$ cat src/rtl/cacheline_adapter.sv
// Adapts a cache line fill/writeback port onto a fixed-length beat burst memory.
// Optional `define CLINE_ADAPTER_RADDR_CHECK_EN: only accept read beats whose bmem_raddr matches the line address.
module cacheline_adapter #(
  parameter int LINE_W = 256,
  parameter int BEAT_W = 64
) (
  input  logic              clk,
  input  logic              rst,
  input  logic [31:0]       dfp_addr,
  input  logic              dfp_read,
  input  logic              dfp_write,
  output logic [LINE_W-1:0] dfp_rdata,
  input  logic [LINE_W-1:0] dfp_wdata,
  output logic              dfp_resp,
  output logic [31:0]       bmem_addr,
  output logic              bmem_read,
  output logic              bmem_write,
  output logic [BEAT_W-1:0] bmem_wdata,
  input  logic              bmem_ready,
  input  logic [31:0]       bmem_raddr,
  input  logic [BEAT_W-1:0] bmem_rdata,
  input  logic              bmem_rvalid
);
  // Handshake: dfp_read/dfp_write are held by the cache until the single-cycle
  // dfp_resp; bmem_read is a one-cycle burst request issued only after bmem_ready
  // was seen in IDLE; bmem_write marks each of the BURST write beats as valid;
  // bmem_rvalid qualifies one returning beat per cycle and has no backpressure.

  localparam int BURST = LINE_W / BEAT_W;
  localparam int CNT_W = $clog2(BURST);
  localparam int OFF_W = $clog2(LINE_W / 8);
  localparam logic [CNT_W-1:0] LAST = CNT_W'(BURST - 1);

  typedef enum logic [2:0] {
    IDLE       = 3'd0,
    RD_ISSUE   = 3'd1,
    RD_COLLECT = 3'd2,
    WR_BURST   = 3'd3,
    RESP       = 3'd4
  } state_t;

  state_t            state_q, state_d;
  logic [CNT_W-1:0]  cnt_q, cnt_d;
  logic [31:0]       addr_q, addr_d;
  logic [LINE_W-1:0] rline_q, rline_d;
  logic [LINE_W-1:0] wline_q, wline_d;
  logic              bmem_read_q, bmem_read_d;
  logic              bmem_write_q, bmem_write_d;
  logic              dfp_resp_q, dfp_resp_d;
  logic              beat_ok;
  logic              unused_bits;

`ifdef CLINE_ADAPTER_RADDR_CHECK_EN
  assign beat_ok     = bmem_rvalid && (bmem_raddr == addr_q);
  assign unused_bits = ^dfp_addr[OFF_W-1:0];
`else
  assign beat_ok     = bmem_rvalid;
  assign unused_bits = ^{bmem_raddr, dfp_addr[OFF_W-1:0]};
`endif

  always_comb begin
    state_d = state_q;
    cnt_d   = cnt_q;
    addr_d  = addr_q;
    rline_d = rline_q;
    wline_d = wline_q;
    case (state_q)
      IDLE: begin
        if (bmem_ready && (dfp_read || dfp_write)) begin
          addr_d  = {dfp_addr[31:OFF_W], {OFF_W{1'b0}}};
          wline_d = dfp_wdata;
          cnt_d   = '0;
          state_d = dfp_write ? WR_BURST : RD_ISSUE;
        end
      end
      RD_ISSUE: state_d = RD_COLLECT;
      RD_COLLECT: begin
        if (beat_ok) begin
          rline_d[int'(cnt_q)*BEAT_W +: BEAT_W] = bmem_rdata;
          cnt_d = cnt_q + CNT_W'(1);
          if (cnt_q == LAST) state_d = RESP;
        end
      end
      WR_BURST: begin
        cnt_d = cnt_q + CNT_W'(1);
        if (cnt_q == LAST) state_d = RESP;
      end
      RESP:    state_d = IDLE;
      default: state_d = IDLE;
    endcase
    // Outputs are registered: decode them from the state being entered.
    bmem_read_d  = (state_d == RD_ISSUE);
    bmem_write_d = (state_d == WR_BURST);
    dfp_resp_d   = (state_d == RESP);
  end

  always_ff @(posedge clk) begin
    if (rst) begin
      state_q      <= IDLE;
      cnt_q        <= '0;
      addr_q       <= '0;
      rline_q      <= '0;
      wline_q      <= '0;
      bmem_read_q  <= 1'b0;
      bmem_write_q <= 1'b0;
      dfp_resp_q   <= 1'b0;
    end else begin
      state_q      <= state_d;
      cnt_q        <= cnt_d;
      addr_q       <= addr_d;
      rline_q      <= rline_d;
      wline_q      <= wline_d;
      bmem_read_q  <= bmem_read_d;
      bmem_write_q <= bmem_write_d;
      dfp_resp_q   <= dfp_resp_d;
    end
  end

  assign dfp_rdata  = rline_q;
  assign dfp_resp   = dfp_resp_q;
  assign bmem_addr  = addr_q;
  assign bmem_read  = bmem_read_q;
  assign bmem_write = bmem_write_q;
  // During WR_BURST the beat counter indexes the slice being sent.
  assign bmem_wdata = bmem_write_q ? wline_q[int'(cnt_q)*BEAT_W +: BEAT_W] : '0;

endmodule
$ cat config.mk
export PLATFORM = sky130hd
export DESIGN_NAME = cacheline_adapter
export DESIGN_NICKNAME = d
export VERILOG_FILES = /design/src/rtl/cacheline_adapter.sv
export SDC_FILE = /design/constraint.sdc
export NUM_CORES = 1
export LEC_CHECK = 0
export ABC_AREA = 1
export BUFFER_PORTS_ARGS = -buffer_cell sky130_fd_sc_hd__buf_2
export CORE_AREA = 2 2 289 291
export CTS_CLUSTER_DIAMETER = 30
export DETAILED_ROUTE_END_ITERATION = 12
export DIE_AREA = 0 0 291 293
export PLACE_DENSITY_LB_ADDON = 0.05
export SETUP_SLACK_MARGIN = 0.3
export SKIP_CTS_REPAIR_TIMING = 1
export SKIP_LAST_GASP = 1
export SYNTH_ARGS = -nofsm -noshare
export SYNTH_HDL_FRONTEND = slang
export SYNTH_SLANG_ARGS = --single-unit
$ cat constraint.sdc
create_clock -name clk -period 4 [get_ports clk]
set_clock_uncertainty 0.2 [all_clocks]
set_input_delay 0.8 -clock clk [delete_from_list [all_inputs] [get_ports clk]]
set_output_delay 0.8 -clock clk [all_outputs]
set_load 0.02 [all_outputs]
==> results of run 1 <==
kinds of logic (layout without fill, tap and decap cells):
group	after synthesis	count (layout)	synth area share (%)
other	1	21	0.0164
adder cells (fa/ha/maj)	6	6	0.329
buffers and inverters	369	1118	6.51
AND/OR/NAND/NOR	1657	1657	29.1
flip-flops	547	547	47.9
AO/OA/AOI/OAI	735	735	16.1
metrics by stage:
stage | std cells | util, % | hold slack [ns] | total power, mW
after detailed placement | 4849 | 33.1 | 0.250 | 8.00
after floorplan | 3319 | - | 0.269 | 7.22
final | 5154 | 39.9 | 0.103 | 20.4
after global routing | 5147 | 39.8 | 0.0587 | 21.3
after global placement | 4849 | 33.1 | 0.249 | 8.00
after CTS | 5136 | 39.7 | 0.0434 | 20.7
final timing paths:
path	to	slack (ns)	cells past startpoint
hold reg to reg	dfp_rdata[159]	0.25	2
setup reg to reg	dfp_rdata[184]	0.85	8
setup / recovery	bmem_wdata[52]	0.37	6
hold / removal	wline_q[150]	0.10	3
report_power, final:
| part | switching (mW) | internal (mW) | leakage (nW) | total [mW] |
|---|---|---|---|---|
| Clock | 3.72 | 8.81 | 2.66 | 12.5 |
| Sequential | 0.161 | 5.82 | 4.47 | 5.98 |
| Combinational | 1.35 | 0.575 | 7.28 | 1.93 |
cells in the final DEF, fill, tap and decap left out, types with 2 or more instances in the layout:
master and count:
a21oi_1 322, buf_12 11, buf_16 2, buf_2 701, buf_4 31, buf_6 2
bufinv_16 13, clkbuf_1 28, clkbuf_16 162, clkbuf_8 38, clkinv_16 2, clkinv_2 26
clkinv_4 3, clkinv_8 3, clkinvlp_4 6, conb_1 5, dfxtp_1 545, dfxtp_4 2
diode_2 16, ha_1 4, inv_1 73, inv_2 5, inv_6 9, inv_8 2
nand2_1 424, nand2_2 6, nand3_1 131, nor2_1 915, nor2_4 3, nor3_1 174
o21ai_0 413
area by class of cell:
cell class,instances,area [µm²],share of cell area [%]
inverter,81,324,0.993
antenna,16,40.0,0.123
clock buffer,226,4640,14.2
clock inverter,61,771,2.36
timing repair buffer,750,4090,12.5
multi-input combinational,2403,10500,32.0
tap,1070,1340,4.10
sequential,547,11000,33.6
state kept, by name (all words and copies together) (netlist names):
name / flops
bmem_write: 1
bmem_addr: 27
cnt_q: 2
dfp_rdata: 256
dfp_resp: 1
bmem_read: 1
wline_q: 256
state_q: 3
metal layers:
layer	track usage, %	vias to the layer above	share of wire, %
met1	28.0	11400	42
li1	-	12100	-
met5	0	-	0.34
met3	8.15	232	7.6
met2	37.5	762	47
met4	9.55	54	3.3
critical path, cell delays in order, from the launching register on:
cell,delay [ns]
dfxtp_4,0.40
inv_8,0.27
buf_16,0.30
buf_12,0.28
o21ai_0,0.19
a21oi_1,0.19
buf_2,0.19
==> results.cfg, run 1 <==
[outcome]
status = completed

[setup_path]
crit_type = flop to output port
crit_fanout = 66
end_kind = output port
startpoint = cnt_q[0]
cp-start-kind = flop
crit_required_ns = 3.00
r2r_start = cnt_q[1]
arrival_ns = 2.63

[yosys]
synth_edf_count = 0
syn-cell-area_mm2 = 0.0228
async_reset_ff_share_pct = 0
avgSynthCellArea_um2 = 6.89
yosysMostFrequentCell = nor2_1
synth.distinct_cells = 20
synth_area_leader_cell = dfxtp_1
synth_commonest_cells = nor2_1 (915), dfxtp_1 (547), nand2_1 (430)
synth_area_leaders = dfxtp_1 (48%), nor2_1 (15%), o21ai_0 (9.1%)
synth_seq_area_share_pct = 47.9
synth_seq_cells = 547
synthFlopType = dfxtp_1
synth_warnings = 0
yosysTopAreaCellShare_pct = 47.9
syn_inst = 3315

[clocking]
clock-root-buffer = clkbuf_16
clk_latency_ns = 0.71
numCtsBuffers = 158
clk_path_buf_depth = 3
clock-sinks = 547
h-tree-depth = 4
clkTransAtPathRegs_ns = 0.05
cts_tree = built

[placement]
gp_congestion = 0.813
preCtsSetupSlack_ns = 0.669
hpwl_mm = 65.6
placed_area_mm2 = 0.0271
io_buffers = 702

[hold_path]
min-delay-start = dfp_wdata[150]
hold_path_class = input pin to flop

[layout]
drive_gt1_share_pct = 25.4
syn_to_final_growth_pct = 42.8
n_fill_cell = 8922
nets = 4337
post-route-cell-area_mm2 = 0.0326

[grt]
antenna_found_initial = 51
grt_pass1_wl_mm = 151
gr-total-overflow = 0
grtUsageTotal_pct = 23.2
grt_pass1_vias = 23700
grt_max_degree = 174

[timing]
fin_setup_tns_ns = 0
rsz0062_at_grt = yes
setup_ws_ns = 0.369
finalSetupViolCount = 0
fin_crit_sh_pct = 90.8
tightest_slew_ns = 1.05
finalHoldViolCount = 0
layout_min_cycle_time_ns = 3.63
slew_violations = 0
max_slew_margin_pct = 29.9
max_clock_freq_mhz = 275

[routing]
viasPerCell = 4.76
drcViolationCount = 0
vias = 24500
ant_nets = 0
drt_iter0_drc = 1530
dr.pass1.iters = 6
wl_per_cell_um = 20.0
wl_mm = 103

[power_and_ir_drop]
p_per_area_mw_per_mm2 = 626
p_leak_nw = 14.4
irDropWorstVdd_mv = 0.343

[die]
die_height_um = 293
io_pins = 745
core_area_mm2 = 0.0818
die-area_mm2 = 0.0853
die-width_um = 291
start_util_pct = 27.9
num_rows = 105

[job]
drv_cap = 0
No activity file was read; power rests on OpenSTA's default activity.
==> run 2: changes to the inputs <==
==> constraint.sdc (replaced) <==
create_clock -name clk -period 4 [get_ports clk]
set_clock_uncertainty 0.2 [all_clocks]
set_input_delay 0.8 -clock clk [delete_from_list [all_inputs] [get_ports clk]]
set_output_delay 0.8 -clock clk [all_outputs]
set_load 0.1 [all_outputs]
==> results.cfg, run 2 (same netlist as run 1, synthesis figures left out) <==
[layout]
layoutNonFillerInstCount = 5171
nets = 4345
drive_gt1_share_pct = 25.5
layout_common_cells = nor2_1 (915), buf_2 (644), dfxtp_1 (545)
post-route-util_pct = 40.8
final_common_cell = nor2_1
syn_to_final_growth_pct = 46.3

[die]
start_util_pct = 27.9
die-area_mm2 = 0.0853
num_rows = 105
die-width_um = 291
io_pins = 745
die_height_um = 293
core_area_mm2 = 0.0818

[power_and_ir_drop]
p_clk_share_pct = 60.5
p_switching_mw = 5.80
comb_power_share_pct = 11.4
irDropWorstVdd_mv = 0.356
p_leak_nw = 14.6
p_seq_share_pct = 28.1
power.share.switching_pct = 27.2
power.total_mw = 21.3
p_per_area_mw_per_mm2 = 637
internal_power_mw = 15.5

[timing]
rsz0062_at_grt = yes
max_slew_margin_pct = 38.0
finalHoldViolCount = 0
finalSetupViolCount = 0
fin_crit_sh_pct = 90.5
tightest_slew_ns = 0.929
layout_min_cycle_time_ns = 3.62
slew_violations = 0
fin_setup_tns_ns = 0
max_clock_freq_mhz = 276

[routing]
drt_iter0_drc = 1568
vias = 24600
wl_per_cell_um = 19.9
drcViolationCount = 0
dr.pass1.iters = 5
wl_mm = 103
viasPerCell = 4.76
ant_nets = 0

[placement]
io_buffers = 702
hpwl_mm = 65.7
gp_congestion = 0.796
dp_cells = 4857

[setup_path]
crit_fanout = 94
slowest_stage = dfxtp_4
cp-start-kind = flop
crit_required_ns = 3.00
end_kind = output port
slowest_delay_ns = 0.39
crit_type = flop to output port
path_cells = buf_12 -> nor2_1 -> nor2_1 -> o21ai_0 -> a21oi_1 -> buf_12
arrival_ns = 2.62

[grt]
antenna_found_initial = 56
grt_max_degree = 176
grt_pass1_vias = 24000
grt_pass1_wl_mm = 153
grtUsageTotal_pct = 23.4
gr-total-overflow = 0

[clocking]
h-tree-depth = 4
clk_path_buf_depth = 3
cts_tree = built
numCtsBuffers = 160
clock-root-buffer = clkbuf_16
clk_latency_ns = 0.72
clock-sinks = 547
clkTransAtPathRegs_ns = 0.04

[job]
drv_cap = 0

[hold_path]
hold_path_class = input pin to flop

[outcome]
status = completed
[run 2: changes by cell type in the layout (fill, tap and decap cells not counted), moves of 3 or more]
cell / previous run / this run
buf_12: 11 / 53
buf_2: 701 / 644
buf_4: 31 / 40
bufinv_16: 13 / 16
clkbuf_1: 28 / 34
clkbuf_4: 0 / 18
clkinv_2: 26 / 30
clkinvlp_4: 6 / 0
diode_2: 16 / 21
inv_16: 0 / 7
inv_6: 9 / 6
[run 2: metal layers]
metal  share of wire (%)  vias to the layer above  track usage, %
li1                    -                    12200               -
met1                  41                    11400            27.8
met2                  47                      746            38.3
met3                 7.8                      226            8.29
met4                 3.1                       62            9.54
met5                0.37                        -               0
[run 2: worst paths after layout]
path | cells after the start | slack [ns] | endpoint | startpoint
setup / recovery | 6 | 0.38 | bmem_wdata[1] | cnt_q[0]
hold / removal | 3 | 0.09 | bmem_addr[13] | dfp_addr[13]
setup reg to reg | 7 | 1.11 | dfp_rdata[20] | cnt_q[0]
hold reg to reg | 2 | 0.25 | dfp_rdata[60] | dfp_rdata[60]
[run 2: cell type report]
class                   instances  area, µm²
diodes                         21       52.6
clock buffers                 232       4670
clock inverters                61        877
fillers                      8869      48400
inverters                      81        324
multi-input cells            2403      10500
flip-flops and latches        547      11000
well taps                    1070       1340
repair buffers                756       4730
[run 2: per-stage QoR]
| stage | setup slack [ns] | hold WS [ns] | area, µm² |
|---|---|---|---|
| after floorplan | 0.151 | 0.269 | 22900 |
| after global placement | 1.02 | 0.247 | 27800 |
| after detailed placement | 1.02 | 0.249 | 27800 |
| after CTS | 0.223 | 0.0327 | 33300 |
| after global routing | 0.234 | 0.0665 | 33400 |
| final | 0.380 | 0.0939 | 33400 |
[run 2: power by group through the flow]
| stage | Clock [mW] | Combinational, mW | Sequential (mW) |
|---|---|---|---|
| 4_1_cts | 13.1 | 2.46 | 5.97 |
| 3_5_place_dp | 0 | 2.45 | 6.06 |
| 2_1_floorplan | 0 | 1.24 | 6.44 |
| 6_report | 12.9 | 2.44 | 5.98 |
| 5_1_grt | 13.4 | 2.68 | 6.01 |
| 3_3_place_gp | 0 | 2.46 | 6.06 |
[run 2: worst max-delay path: cells and delay by family, from the launching register on]
kind / cells / cell delay [ns]
compound gates: 2 / 0.58
simple gates: 2 / 0.21
flops: 1 / 0.39
buf+inv: 2 / 0.60
